File: src/rtl/rx_bit_engine.sv
// Serial receive bit engine: start-bit detection, mid-bit sampling and frame shift-in.
// Delivers the raw left-justified shift register plus ready/framing/overrun flags.
module rx_bit_engine (
  input  logic        i_clk,
  input  logic        i_rst_n,
  input  logic        i_rx,
  input  logic [18:0] i_k,
  input  logic        i_eight,
  input  logic        i_pen,
  input  logic        i_read,
  output logic [9:0]  o_data,
  output logic        o_rxrdy,
  output logic        o_ferr,
  output logic        o_ovf
);

  localparam int unsigned KW = 19;
  localparam int unsigned DW = 10;
  localparam int unsigned BW = 4;

  typedef enum logic [1:0] {IDLE, START, SHIFT} state_t;

  state_t          state;
  logic            sync1;
  logic            sync2;
  logic [KW-1:0]   cnt;
  logic [KW-1:0]   k_lat;
  logic [BW-1:0]   n_lat;
  logic [BW-1:0]   bitcnt;
  logic [DW-1:0]   shreg;
  logic            done;
  logic            expire_c;

  assign expire_c = (cnt == KW'(1));

  always_ff @(posedge i_clk) begin
    if (!i_rst_n) begin
      state   <= IDLE;
      sync1   <= 1'b1;
      sync2   <= 1'b1;
      cnt     <= '0;
      k_lat   <= '0;
      n_lat   <= '0;
      bitcnt  <= '0;
      shreg   <= '1;
      done    <= 1'b0;
      o_data  <= '1;
      o_rxrdy <= 1'b0;
      o_ferr  <= 1'b0;
      o_ovf   <= 1'b0;
    end else begin
      sync1 <= i_rx;
      sync2 <= sync1;
      done  <= 1'b0;

      // Frame sequencer; frame format is frozen at start-bit detection.
      case (state)
        IDLE: begin
          if (!sync2) begin
            state  <= START;
            cnt    <= i_k >> 1;
            k_lat  <= i_k;
            n_lat  <= BW'(8) + BW'(i_eight) + BW'(i_pen);
            bitcnt <= '0;
            shreg  <= '1;
          end
        end
        START: begin
          if (expire_c) begin
            if (sync2) begin
              state <= IDLE;
            end else begin
              state <= SHIFT;
              cnt   <= k_lat;
            end
          end else begin
            cnt <= cnt - KW'(1);
          end
        end
        SHIFT: begin
          if (expire_c) begin
            shreg  <= {sync2, shreg[DW-1:1]};
            bitcnt <= bitcnt + BW'(1);
            cnt    <= k_lat;
            if (bitcnt + BW'(1) == n_lat) begin
              state <= IDLE;
              done  <= 1'b1;
            end
          end else begin
            cnt <= cnt - KW'(1);
          end
        end
        default: state <= IDLE;
      endcase

      // A read coinciding with completion acknowledges the old frame, so no overrun.
      if (done) begin
        o_data  <= shreg;
        o_ferr  <= ~shreg[DW-1];
        o_rxrdy <= 1'b1;
        o_ovf   <= o_rxrdy & ~i_read;
      end else if (i_read) begin
        o_rxrdy <= 1'b0;
        o_ovf   <= 1'b0;
      end
    end
  end

endmodule

File: config.mk
export PLATFORM = sky130hd
export DESIGN_NAME = rx_bit_engine
export DESIGN_NICKNAME = d
export VERILOG_FILES = /design/src/rtl/rx_bit_engine.sv
export SDC_FILE = /design/constraint.sdc
export NUM_CORES = 1
export LEC_CHECK = 0
export BUFFER_PORTS_ARGS = -buffer_cell sky130_fd_sc_hd__buf_2
export CAP_MARGIN = 5
export CORE_ASPECT_RATIO = 1.5
export CORE_MARGIN = 10
export CORE_UTILIZATION = 55
export DETAILED_ROUTE_END_ITERATION = 12
export HOLD_SLACK_MARGIN = 0.06
export PLACE_DENSITY = 0.76
export SLEW_MARGIN = 0
export SYNTH_ARGS = -nofsm -noshare
export SYNTH_HDL_FRONTEND = slang
export SYNTH_SLANG_ARGS = --single-unit
File: constraint.sdc
create_clock -name i_clk -period 2.4 [get_ports i_clk]
set_input_delay 0.24 -clock i_clk [delete_from_list [all_inputs] [get_ports i_clk]]
set_output_delay 0.24 -clock i_clk [all_outputs]
set_load 0.005 [all_outputs]
==> metrics.md <==
| Metric | Value |
|---|---|
| WHS | `around 130 ps` |
| Num rows | `35` |
| Core Footprint | `between 6000 and 7000 sq um` |
| Commonest non-fill, non-tap cell in the layout | `nand2_1` |
| Top FF cell, synth | `dfxtp_1` |
| Maximum capacitance violations | `0` |
| Fin. Hold Viols | `0` |
| Final Max Slew Viols | `0` |
| Initial antenna violation count | `0` |
| Post-CTS setup buffer count | `0` |
| Achievable Freq | `0.4865 GHz` |
| Remaining antenna violation count | `0` |
| Hold Crit Class | `input pin to register` |
| Final Cell Area | `4001 sq um` |
| Iter 0 DRT Violations | `174` |
| GP Congestion | `0.9148` |
| Unique masters post-synth | `48` |
| Placed Cells incl. Taps | `530` |
| Syn Inst Count | `428` |
| Startpoint types | `register` |
| Cell family with most CP delay | `compound AO/OA/AOI/OAI gates` |
| Arrival @ worst endpoint | `about 2300 ps` |
| First-pass GRT wire length | `approximately 14 mm` |
| Clock buffer depth | `2` |
| # fillers | `561` |
| CP max-delay cell | `o41ai_1` |
| DR pass1 iterations | `5` |
| Worst Clk Skew | `13.92 ps` |
| Reg clk slew, reported paths | `80 ps` |
| Fin crit period | `2055 ps` |
| Via/cell ratio | `5.799` |
| Final setup vio count | `0` |
| Kind of end point of the critical path | `register` |
| Die X | `around 85 microns` |
| Die H | `between 100 and 150 microns` |
| Mapped cell area | `approximately 3500 sq um` |
| Tightest Pin Transition | `660.2 ps` |
| Area Growth Syn to Fin | `15.41%` |
| Worst-Skew Late Latency | `350 ps` |
| Post-synth EDFFs | `0` |
| Crit share post-route | `between 80% and 90%` |
| Final wirelength | `approximately 8 mm` |
| Worst Path Buf+Inv | `0` |
| Root Driver | `clkbuf_8` |
| I/O pins | `38` |
| Crit path kind | `register to register` |
| Routed length per instance | `roughly 15 microns` |
| Port bufs | `37` |
| RSZ-0062 raised after global routing | `false` |
| Slew margin rel. | `55.93%` |
| Crit Path Max Fanout | `4` |
| Sequential share of the synthesized area | `42.15%` |
| Synth warn | `0` |
| Vias in the first global route | `3,238` |
| Hpwl dp | `slightly below 6 mm` |
| Total CTS buffers | `9` |
| Initial core utilization | `56.55%` |
| Nets | `501` |
| Placed inst area | `between 3000 and 4000 sq um` |
| Flops & latches, synth | `73` |
| Crit-path max cell delay | `510 ps` |
| Antenna Cells | `0` |
| Largest net degree at the start of global routing | `48` |
| H-tree depth | `3` |
| Leakage | `between 1.5 and 2 nW` |
| CTS Sinks | `73` |
| Most frequent cells in the layout | `nand2_1, dfxtp_1, buf_2` |
| Asr flop ratio synth | `0%` |
| Cell area power density | `668.9 nW/um^2` |
| Post-Syn Nets | `460` |
| Die Area | `9945 sq um` |
| Max VDD drop | `between 0.4 and 0.5 mV` |
| Setup TNS | `0 ps` |
| Status | `completed` |
| Worst EP required | `between 2000 and 3000 ps` |
| CTS tree | `done` |
| Layout Cells excl Fill | `548` |
| Share of layout cells above drive strength 1 | `16.88%` |
| Grt ovf | `0` |
| CP cell instances | `ha_1, nor2b_1, or2_2, o41ai_1, a21oi_1, mux2i_1, a211oi_1` |
| GRT Util Overall | `16.87%` |
| R2R setup slack | `approximately 340 ps` |
| Via count | `~3.2k` |
| Residual DRC count | `0` |
| Post-Syn Area per Cell | `8.101 sq um` |
## worst min-delay path: stages
cell	delay, ps
buf_2	100
nand2_1	50
a21oi_1	50
## final cells by class
class	count	area [sq um]	area share [%]
inverters	9	33.78	0.8443
clock buffers	10	137.6	3.440
clock inverters	6	48.80	1.220
multi-input cells	317	1859	46.47
repair buffers	59	367.9	9.193
flip-flops and latches	73	1461	36.52
well taps	74	92.59	2.314
## cells in the mapped netlist, drive strengths merged, types with 2 or more instances
master	instances	area, sq um
nand2	87	326.6
dfxtp	73	1461
a21oi	36	180.2
o21ai	23	115.1
clkbuf	21	78.83
nor2	16	60.06
a31oi	15	93.84
o211ai	14	105.1
nand2b	13	81.33
nand3	12	70.07
nor3	12	60.06
mux2i	11	110.1
o22ai	10	62.56
xor2	10	87.58
inv	9	33.78
buf	8	38.79
ha	7	87.58
nor2b	7	43.79
xnor2	4	35.03
a211oi	3	22.52
and3	3	18.77
nor4	3	33.78
and4	2	17.52
mux2	2	22.52
nand3b	2	15.01
nand4b	2	17.52
o21a	2	15.01
o221ai	2	17.52
o31ai	2	15.01
o32ai	2	17.52
or3	2	12.51
## state kept, by name (all words and copies together) (netlist names)
name,cells
o_ovf,1
state,2
shreg,10
o_rxrdy,1
cnt,19
n_lat,3
sync1,1
k_lat,19
bitcnt,4
o_data,10
sync2,1
done,1
o_ferr,1
## cell families after synthesis
logic type	count (synthesis)	share of synthesized area (%)
flops	73	42.15
compound gates	118	20.97
xor+xnor	14	3.536
fa+ha+maj	7	2.526
mux	13	3.825
buf+inv	38	4.367
simple gates	165	22.63
## path summary, 6_finish.rpt
path,startpoint,to,cells after the start
hold reg to reg,o_data[9]$_SDFFE_PN1P_,o_data[9]$_SDFFE_PN1P_,2
setup / recovery,bitcnt[0]$_SDFFE_PN0P_,state[0]$_SDFFE_PN0P_,7
hold / removal,i_k[7],k_lat[7]$_SDFFE_PN0P_,3
setup reg to reg,bitcnt[0]$_SDFFE_PN0P_,state[0]$_SDFFE_PN0P_,7
## metal layers
metal / GRT usage (%) / up-vias / wire length [microns]
met1: 16.92 / 1506 / 3401
met5: 0 / - / 0
met3: 4.571 / 12 / 310
met2: 31.50 / 57 / 4335
met4: 7.930 / 0 / 145
li1: - / 1603 / -
## repair_timing
item | in CTS | in global routing
hold buffers | 2 | 0
hold endpoints to repair | 2 | 0
endpoints found under the setup margin | 0 | 1
resized for setup | 0 | 1
## power breakdown
group | internal, W | total [W] | switching [W] | leakage (nW)
Combinational | 0.000201 | 0.000474 | 0.000272 | 0.862
Clock | 0.000412 | 0.000902 | 0.000490 | 0.0855
Sequential | 0.00125 | 0.00130 | 0.0000470 | 0.594
Total | 0.00187 | 0.00268 | 0.000809 | 1.54
## stage by stage
step | util [%] | setup slack, ps | power, W
3_5_place_dp | 61.82 | 242.4 | 0.001796
4_1_cts | 65.18 | 231.6 | 0.002699
6_report | 65.27 | 344.7 | 0.002677
2_1_floorplan | - | 332.9 | 0.001649
3_3_place_gp | 61.82 | 318.4 | 0.001787
5_1_grt | 65.27 | 55.15 | 0.002817
Note: power is estimated with default switching activity, not from simulation.
